`config.mk`:
```
export PLATFORM = sky130hd
export DESIGN_NAME = lcd_write_arbiter_flat
export DESIGN_NICKNAME = d
export VERILOG_FILES = /design/src/rtl/lcd_write_arbiter_if.sv /design/src/rtl/lcd_write_arbiter.sv /design/src/flat_wrapper.sv
export SDC_FILE = /design/constraint.sdc
export NUM_CORES = 1
export LEC_CHECK = 0
export CAP_MARGIN = 20
export CORE_UTILIZATION = 45
export CTS_CLUSTER_SIZE = 28
export DETAILED_ROUTE_END_ITERATION = 8
export PLACE_DENSITY = 0.73
export SYNTH_ARGS = -nofsm -noshare
export SYNTH_HDL_FRONTEND = slang
export SYNTH_SLANG_ARGS = --single-unit
```
`constraint.sdc`:
```
create_clock -name Clock -period 4.1 [get_ports Clock]
set_clock_uncertainty 0.05 [all_clocks]
set_input_delay 0.82 -clock Clock [delete_from_list [all_inputs] [get_ports Clock]]
set_output_delay 0.82 -clock Clock [all_outputs]
set_load 0.005 [all_outputs]
```
`src/rtl/lcd_write_arbiter_if.sv`:
```
// Requester-side bus of the LCD write arbiter: two byte writers sharing one
// HD44780-style 4-bit port.
interface lcd_write_arbiter_if;
    // iReq[n] is requester n's valid; it must hold iDataN/iRSN stable while
    // high. oGrant[n] is a one-cycle acceptance pulse: the byte was latched at
    // the edge before the pulse. A still-high iReq after that is a new request.
    logic [1:0] iReq;
    logic [7:0] iData0;
    logic       iRS0;
    logic [7:0] iData1;
    logic       iRS1;
    logic [1:0] oGrant;

    modport master (
        output iReq, iData0, iRS0, iData1, iRS1,
        input  oGrant
    );

    modport slave (
        input  iReq, iData0, iRS0, iData1, iRS1,
        output oGrant
    );
endinterface

```
`src/rtl/lcd_write_arbiter.sv`:
```
// Round-robin arbiter for two LCD byte writers; each byte goes out as two
// E-strobed nibbles followed by a settle wait sized by the command.
module lcd_write_arbiter #(
    parameter int SETUP_CYC      = 2,
    parameter int EN_CYC         = 12,
    parameter int GAP_CYC        = 50,
    parameter int WAIT_CYC       = 2000,
    parameter int CLEAR_WAIT_CYC = 82000
) (
    input  logic                Clock,
    input  logic                Reset,
    lcd_write_arbiter_if.slave  req_bus,
    output logic                oBusy,
    output logic                oLCD_Enabled,
    output logic                oLCD_RegisterSelect,
    output logic                oLCD_ReadWrite,
    output logic [3:0]          oLCD_Data,
    output logic [2:0]          o_dbg_state
);

    typedef enum logic [2:0] {
        S_IDLE     = 3'd0,
        S_SETUP_HI = 3'd1,
        S_EN_HI    = 3'd2,
        S_GAP      = 3'd3,
        S_SETUP_LO = 3'd4,
        S_EN_LO    = 3'd5,
        S_WAIT     = 3'd6
    } state_t;

    localparam logic [31:0] L_SETUP = 32'(SETUP_CYC - 1);
    localparam logic [31:0] L_EN    = 32'(EN_CYC - 1);
    localparam logic [31:0] L_GAP   = 32'(GAP_CYC - 1);
    localparam logic [31:0] L_WAIT  = 32'(WAIT_CYC - 1);
    localparam logic [31:0] L_CLEAR = 32'(CLEAR_WAIT_CYC - 1);

    state_t      r_state;
    state_t      w_state_next;
    logic [31:0] r_cnt;
    logic [31:0] w_cnt_next;
    logic [7:0]  r_byte;
    logic        r_rs;
    logic        r_last;
    logic        w_latch;
    logic        w_win;
    logic [1:0]  w_req;
    logic [7:0]  w_byte_next;
    logic        w_rs_next;
    logic        w_long;

    logic [1:0]  r_grant;
    logic        r_busy;
    logic        r_en;
    logic        r_rs_out;
    logic [3:0]  r_data;
    logic [1:0]  w_grant;
    logic        w_busy;
    logic        w_en;
    logic        w_rs_out;
    logic [3:0]  w_data;

    assign w_req = req_bus.iReq;

    // Tie goes to whoever was not served last; a lone request always wins.
    assign w_win = (w_req == 2'b11) ? ~r_last : w_req[1];

    assign w_byte_next = w_latch ? (w_win ? req_bus.iData1 : req_bus.iData0) : r_byte;
    assign w_rs_next   = w_latch ? (w_win ? req_bus.iRS1 : req_bus.iRS0) : r_rs;

    // Clear display / return home need the long settle time.
    assign w_long = ~r_rs && ((r_byte == 8'h01) || (r_byte == 8'h02) || (r_byte == 8'h03));

    always_ff @(posedge Clock) begin
        if (Reset) begin
            r_state  <= S_IDLE;
            r_cnt    <= '0;
            r_byte   <= '0;
            r_rs     <= 1'b0;
            r_last   <= 1'b1;
            r_grant  <= 2'b00;
            r_busy   <= 1'b0;
            r_en     <= 1'b0;
            r_rs_out <= 1'b0;
            r_data   <= 4'h0;
        end else begin
            r_state  <= w_state_next;
            r_cnt    <= w_cnt_next;
            r_byte   <= w_byte_next;
            r_rs     <= w_rs_next;
            if (w_latch) begin
                r_last <= w_win;
            end
            r_grant  <= w_grant;
            r_busy   <= w_busy;
            r_en     <= w_en;
            r_rs_out <= w_rs_out;
            r_data   <= w_data;
        end
    end

    always_comb begin
        w_state_next = r_state;
        w_cnt_next   = r_cnt;
        w_latch      = 1'b0;
        case (r_state)
            S_IDLE: begin
                if (w_req != 2'b00) begin
                    w_latch      = 1'b1;
                    w_state_next = S_SETUP_HI;
                    w_cnt_next   = L_SETUP;
                end
            end
            S_SETUP_HI: begin
                if (r_cnt == '0) begin
                    w_state_next = S_EN_HI;
                    w_cnt_next   = L_EN;
                end else begin
                    w_cnt_next = r_cnt - 32'd1;
                end
            end
            S_EN_HI: begin
                if (r_cnt == '0) begin
                    w_state_next = S_GAP;
                    w_cnt_next   = L_GAP;
                end else begin
                    w_cnt_next = r_cnt - 32'd1;
                end
            end
            S_GAP: begin
                if (r_cnt == '0) begin
                    w_state_next = S_SETUP_LO;
                    w_cnt_next   = L_SETUP;
                end else begin
                    w_cnt_next = r_cnt - 32'd1;
                end
            end
            S_SETUP_LO: begin
                if (r_cnt == '0) begin
                    w_state_next = S_EN_LO;
                    w_cnt_next   = L_EN;
                end else begin
                    w_cnt_next = r_cnt - 32'd1;
                end
            end
            S_EN_LO: begin
                if (r_cnt == '0) begin
                    w_state_next = S_WAIT;
                    w_cnt_next   = w_long ? L_CLEAR : L_WAIT;
                end else begin
                    w_cnt_next = r_cnt - 32'd1;
                end
            end
            S_WAIT: begin
                if (r_cnt == '0) begin
                    w_state_next = S_IDLE;
                end else begin
                    w_cnt_next = r_cnt - 32'd1;
                end
            end
            default: begin
                w_state_next = S_IDLE;
                w_cnt_next   = '0;
            end
        endcase
    end

    // Outputs are decoded from the next state so the registered pins line up
    // with the registered state; IDLE keeps the last nibble and RS on the bus.
    always_comb begin
        w_grant  = 2'b00;
        if (w_latch) begin
            w_grant = w_win ? 2'b10 : 2'b01;
        end
        w_busy   = (w_state_next != S_IDLE);
        w_en     = (w_state_next == S_EN_HI) || (w_state_next == S_EN_LO);
        w_rs_out = r_rs_out;
        w_data   = r_data;
        case (w_state_next)
            S_SETUP_HI, S_EN_HI, S_GAP: begin
                w_data   = w_byte_next[7:4];
                w_rs_out = w_rs_next;
            end
            S_SETUP_LO, S_EN_LO, S_WAIT: begin
                w_data   = w_byte_next[3:0];
                w_rs_out = w_rs_next;
            end
            default: ;
        endcase
    end

    assign req_bus.oGrant      = r_grant;
    assign oBusy               = r_busy;
    assign oLCD_Enabled        = r_en;
    assign oLCD_RegisterSelect = r_rs_out;
    assign oLCD_ReadWrite      = 1'b0;
    assign oLCD_Data           = r_data;
    assign o_dbg_state         = r_state;

endmodule

```
`src/flat_wrapper.sv`:
```
// flat-port wrapper written by rule: the top's interface ports become plain ports
module lcd_write_arbiter_flat 
#(
    parameter int SETUP_CYC      = 2,
    parameter int EN_CYC         = 12,
    parameter int GAP_CYC        = 50,
    parameter int WAIT_CYC       = 2000,
    parameter int CLEAR_WAIT_CYC = 82000
)
  (Clock, Reset, oBusy, oLCD_Enabled, oLCD_RegisterSelect, oLCD_ReadWrite, oLCD_Data, o_dbg_state, req_bus_iReq, req_bus_iData0, req_bus_iRS0, req_bus_iData1, req_bus_iRS1, req_bus_oGrant);
  lcd_write_arbiter_if req_bus_i ();
  input  logic Clock;
  input  logic Reset;
  output logic oBusy;
  output logic oLCD_Enabled;
  output logic oLCD_RegisterSelect;
  output logic oLCD_ReadWrite;
  output logic [3:0] oLCD_Data;
  output logic [2:0] o_dbg_state;
  input wire logic [$bits(req_bus_i.iReq)-1:0] req_bus_iReq;
  input wire logic [$bits(req_bus_i.iData0)-1:0] req_bus_iData0;
  input wire logic [$bits(req_bus_i.iRS0)-1:0] req_bus_iRS0;
  input wire logic [$bits(req_bus_i.iData1)-1:0] req_bus_iData1;
  input wire logic [$bits(req_bus_i.iRS1)-1:0] req_bus_iRS1;
  output wire logic [$bits(req_bus_i.oGrant)-1:0] req_bus_oGrant;
  assign req_bus_i.iReq = req_bus_iReq;
  assign req_bus_i.iData0 = req_bus_iData0;
  assign req_bus_i.iRS0 = req_bus_iRS0;
  assign req_bus_i.iData1 = req_bus_iData1;
  assign req_bus_i.iRS1 = req_bus_iRS1;
  assign req_bus_oGrant = req_bus_i.oGrant;
  lcd_write_arbiter #(.SETUP_CYC(SETUP_CYC), .EN_CYC(EN_CYC), .GAP_CYC(GAP_CYC), .WAIT_CYC(WAIT_CYC), .CLEAR_WAIT_CYC(CLEAR_WAIT_CYC)) u_core (.Clock(Clock), .Reset(Reset), .req_bus(req_bus_i), .oBusy(oBusy), .oLCD_Enabled(oLCD_Enabled), .oLCD_RegisterSelect(oLCD_RegisterSelect), .oLCD_ReadWrite(oLCD_ReadWrite), .oLCD_Data(oLCD_Data), .o_dbg_state(o_dbg_state));
endmodule
```
Yosys cells after proc, flatten, opt, wreduce, memory -nomap -nowiden
Cells that the tools add are included.
Storage, ports and cells
  register bits after elaboration: 54
  latch bits: 0
  bits in writable memories: 0
  bits in read-only memories: 0
  bits of input ports: 22
  output and inout bits: 13
  word-level logic and storage cells: 72
  memories: 0
Operators by class
  add/sub/neg operators: 1
  multiply operators: 0
  div/mod/pow operators: 0
  order comparisons: 0
  equal/unequal tests: 18
  shift operators: 0
  multiplexer cells: 25
  bitwise gates (word level): 3
  reduce and logical (&&, ||, !) cells: 15
Operators by type and width (count)
  $mux W32: 6
  $pmux W32 S6: 1
  $logic_not A32 Y1: 1
  $sub A32 B1 Y32 const B: 1
  $mux W3: 7
  $pmux W3 S7: 1
  $eq A3 B3 Y1 const B: 6
  $mux W17: 1
  $eq A8 B2 Y1 const B: 2
  $mux W8: 2
  $eq A3 B2 Y1 const B: 4
  $eq A8 B1 Y1 const B: 1
  $pmux W4 S2: 1
  $eq A3 B1 Y1 const B: 2
  $reduce_or A3 Y1: 2
  $reduce_or A6 Y1: 1
  $mux W1: 5
  $reduce_bool A2 Y1: 2
  $reduce_or A2 Y1: 2
  $logic_not A3 Y1: 1
  $logic_or A1 B1 Y1: 3
  $not A1 Y1: 3
  $reduce_bool A3 Y1: 1
  $eq A2 B2 Y1 const B: 1
  other kinds (5): 5

Depth between registers and ports, before layout
  depth in word-level cells: 7
  depth in mapped cells: 10
  depth with buffers taken out: 8

Worst setup path before layout
No wires, ideal clock.
  kind: input to register
  start: input port req_bus_iReq[1]
  end: register u_core.r_cnt[19]
  arrival: 2063 ps
  required time: 3935 ps
  path slack: 1872 ps
  stages: 7
  path buffers: 1
  cells stage by stage: nor2_1 and2_1 buf_2 or4_1 nor4b_2 xnor2_1 nor2_1
On the way
  word-level cells in the longest chain between the ends: 3
Ends and longest elaborated chain
  start: declaration: line flat_wrapper.sv:20  | input wire logic [$bits(req_bus_i.iReq)-1:0] req_bus_iReq;
  $reduce_bool A2 Y1: line lcd_write_arbiter.sv:107  | if (w_req != 2'b00) begin
  $ne A2 B1 Y1 (no source line)
  $reduce_and A2 Y1 (no source line)
  end signal: assignment: line lcd_write_arbiter.sv:87  | r_cnt <= w_cnt_next;
  end: declaration: line lcd_write_arbiter.sv:39  | logic [31:0] r_cnt;
No other way between the ends.
A chain may end at the register's enable or synchronous reset.

Worst setup path in the final report
  start: register u_core.r_cnt[0]
  end: register u_core.r_cnt[21]
On the way
  word-level cells in the longest chain between the ends: 3
  elaborated cells between the ends (all ways): 10
  classes of those cells: add/sub (1); eq/ne (1); mux (6); reduce/logical (2)
Ends and longest elaborated chain
  $sub A32 B1 Y32 / $logic_not A32 Y1 (equally long branches)
  $mux W32, or another cell as far along: line lcd_write_arbiter.sv:154  | if (r_cnt == '0) begin
  $pmux W32 S6 / $reduce_and A2 Y1 (equally long branches)
Parallel ways exist; a longest one is shown, timed or not. The select of a mux whose other input is x is not followed.

==> run metrics <==
Worst Path Required=4.22 ns; Hold Crit Depth=2; initial DRC count=189; Post-Synthesis Cells=~360; hold endpoint=u_core.r_last$_SDFFE_PP1P_; CTS tree=done; layout cells sized above 1=0.0952; MaxCap Viol Count=0; worst-margin pin slew=roughly 0.66 ns; nets=401; reg2reg end=u_core.r_cnt[21]$_SDFFE_PP0P_; initial antenna violation count=0; Clock Tree Root=clkbuf_8; final wirelength=just over 7 mm; Final setup violation count=0; Arr. time, crit path=3.11 ns; outcome=finished, final reports clean; Crit. End Element=flip-flop; WL/cell=about 16 um; worst rel slew slack=0.560; TritonCTS buffer count=5; final period utilization=0.728; fin crit period=just under 3 ns; Post-synth EDFFs=0; R2R Setup Slk=1.12 ns; largest net degree at the start of global routing=21; asr flop ratio synth=0; Clock Latency Late Sink=roughly 0.31 ns; worst slack, placed=~1.1 ns; die width=84.9 um; fmax=approximately 340 MHz; r2r startpoint=u_core.r_cnt[0]$_SDFFE_PP0P_; dominant synthesized flop cell=dfxtp_1; die height=about 85 um; Post-CTS Hold Fix Bufs=0; RSZ-0062 raised after global routing=no; Mapped Area=roughly 0.003 mm2; Reg2Reg Depth=8; ANT nets after route=0; Hold Fails Final Rpt=0; post_cts resized=0; ant diodes=0; final slew viol count=0; critical hold path startpoint=u_core.r_last$_SDFFE_PP1P_; largest fanout on the critical path=14; CTS clk-pin slew, worst paths=0.10 ns; Mean Syn Cell Area=slightly below 9 um2; fin cells=around 460; syn_nets=~380; total grt overflow=0; Max Root-Sink Buffers=2; setup bufs post-CTS=0; Seq/Total Area, Yosys=0.350; starting density of the core=0.476; # IOs=35; Crit Path Category=flip-flop to flip-flop; #FFs+latches synth=between 50 and 60; Synth cell types=just under 70; clk sink count=54; nature of the critical path startpoint=flip-flop; core box area=between 0.006 and 0.007 mm2; P&R area growth vs syn=12.3%; Placed Area=around 0.0034 mm2; First-pass DRT Iterations=5; global-route wire length before repair=~12 mm; Post-Place Cells=448; worst hold path type=flip-flop to flip-flop; Final GP Congestion=0.862; TNS Setup=0 ns; yosys warns=0; vias per cell=6.13; Die ar.=~0.007 mm2; number of global-route vias before repair=2558; PnR worst setup slack=1.12 ns; via count=approximately 2800; I/O Buffers=33; Post-DP HPWL=roughly 5.4 mm; H-tree depth=2; row cnt=29; Finished Cell Area=0.00347 mm2; drt drc=0; Total GRT Usage=0.214
worst max-delay path by stage:
stage                                      start                       endpoint  slack [ns]
detailed placement  u_core.r_cnt[0]$_SDFFE_PP0P_  u_core.r_cnt[20]$_SDFFE_PP0P_        1.13
finish              u_core.r_cnt[0]$_SDFFE_PP0P_  u_core.r_cnt[21]$_SDFFE_PP0P_        1.12
CTS                 u_core.r_cnt[0]$_SDFFE_PP0P_  u_core.r_cnt[21]$_SDFFE_PP0P_        1.09
global route        u_core.r_cnt[0]$_SDFFE_PP0P_  u_core.r_cnt[18]$_SDFFE_PP0P_        0.81
floorplan                        req_bus_iReq[1]  u_core.r_cnt[19]$_SDFFE_PP0P_        1.87
global placement                 req_bus_iReq[0]  u_core.r_cnt[19]$_SDFFE_PP0P_        1.23
worst max-delay path, cell delays in order, from the launching register on:
cell and delay, ns:
dfxtp_1 0.35, inv_1 0.13, ha_1 0.24, nor4b_2 0.42, nand4_2 0.29, nor3_2 0.58
a21oi_1 0.18, o21bai_2 0.50, nor2_1 0.11
kinds of logic (layout without fill, tap and decap cells):
family          Yosys count  after routing  share of synthesized area
compound gates           79             79                      0.179
xor+xnor                 14             14                     0.0397
fa+ha+maj                 1              1                    0.00405
buf+inv                  28             51                     0.0607
flops                    54             54                      0.350
mux                      11             11                     0.0360
other cells               1              1                    0.00121
simple gates            167            167                      0.330
cells in the final DEF, fill, tap and decap left out, types with 5 or more instances in the layout:
master           netlist  layout
nand4_1                8       8
clkdlybuf4s50_1        0      33
a211oi_1               9       9
a31oi_1                5       5
nor3_1                16      16
mux2i_1               10      10
dfxtp_1               54      54
nor4_1                10      10
inv_1                  7       7
xnor2_1                6       6
a21o_1                 5       5
o21ai_0               12      12
nor2_1                45      45
xor2_1                 8       8
nand3_1               10      10
a21oi_1               11      11
nand2_1               26      26
clkbuf_8               4       5
layout make-up:
class / count / area (um2)
fill: 605 / 3030
multi-input combinational: 273 / 1820
sequential: 54 / 1080
timing repair buffer: 37 / 360
tap: 77 / 96.3
clock buffer: 5 / 68.8
inverter: 7 / 26.3
clock inverter: 2 / 15.0
per-stage QoR:
step	hold WS [ns]	util
floorplan	0.383	-
global route	0.474	0.534
finish	0.444	0.534
CTS	0.439	0.534
global placement	0.399	0.521
detailed placement	0.420	0.521
registers in the layout, summed over array words and instances (netlist names):
signal                      count
u_core.oBusy                    1
u_core.oLCD_Enabled             1
u_core.r_byte                   8
u_core.req_bus.oGrant           2
u_core.o_dbg_state              3
u_core.r_rs                     1
u_core.r_last                   1
u_core.oLCD_RegisterSelect      1
u_core.r_cnt                   32
u_core.oLCD_Data                4
cells in the mapped netlist (all sizes together), types with 6 or more instances:
cell type | count | area [um2]
a211oi | 9 | 67.6
nor2 | 45 | 169
nor3 | 21 | 143
mux2i | 10 | 100
dfxtp | 54 | 1080
nor4 | 15 | 143
a21oi | 12 | 63.8
or3 | 6 | 40.0
xor2 | 8 | 70.1
buf | 11 | 80.1
xnor2 | 6 | 52.6
nand2 | 26 | 97.6
inv | 7 | 26.3
clkbuf | 10 | 81.3
nand4 | 10 | 83.8
nand3 | 11 | 60.1
o21ai | 14 | 70.1
per-layer routing:
metal	track usage	routed length, um	vias up
li1	-	-	1358
met1	0.285	3380	1323
met2	0.357	3410	93
met3	0.0350	353	14
met4	0.0632	133	0
met5	0	0	-
Power is left out: the tool's default activity adds up to more than one toggle a clock period on the data nets, which glitch-free logic cannot reach.
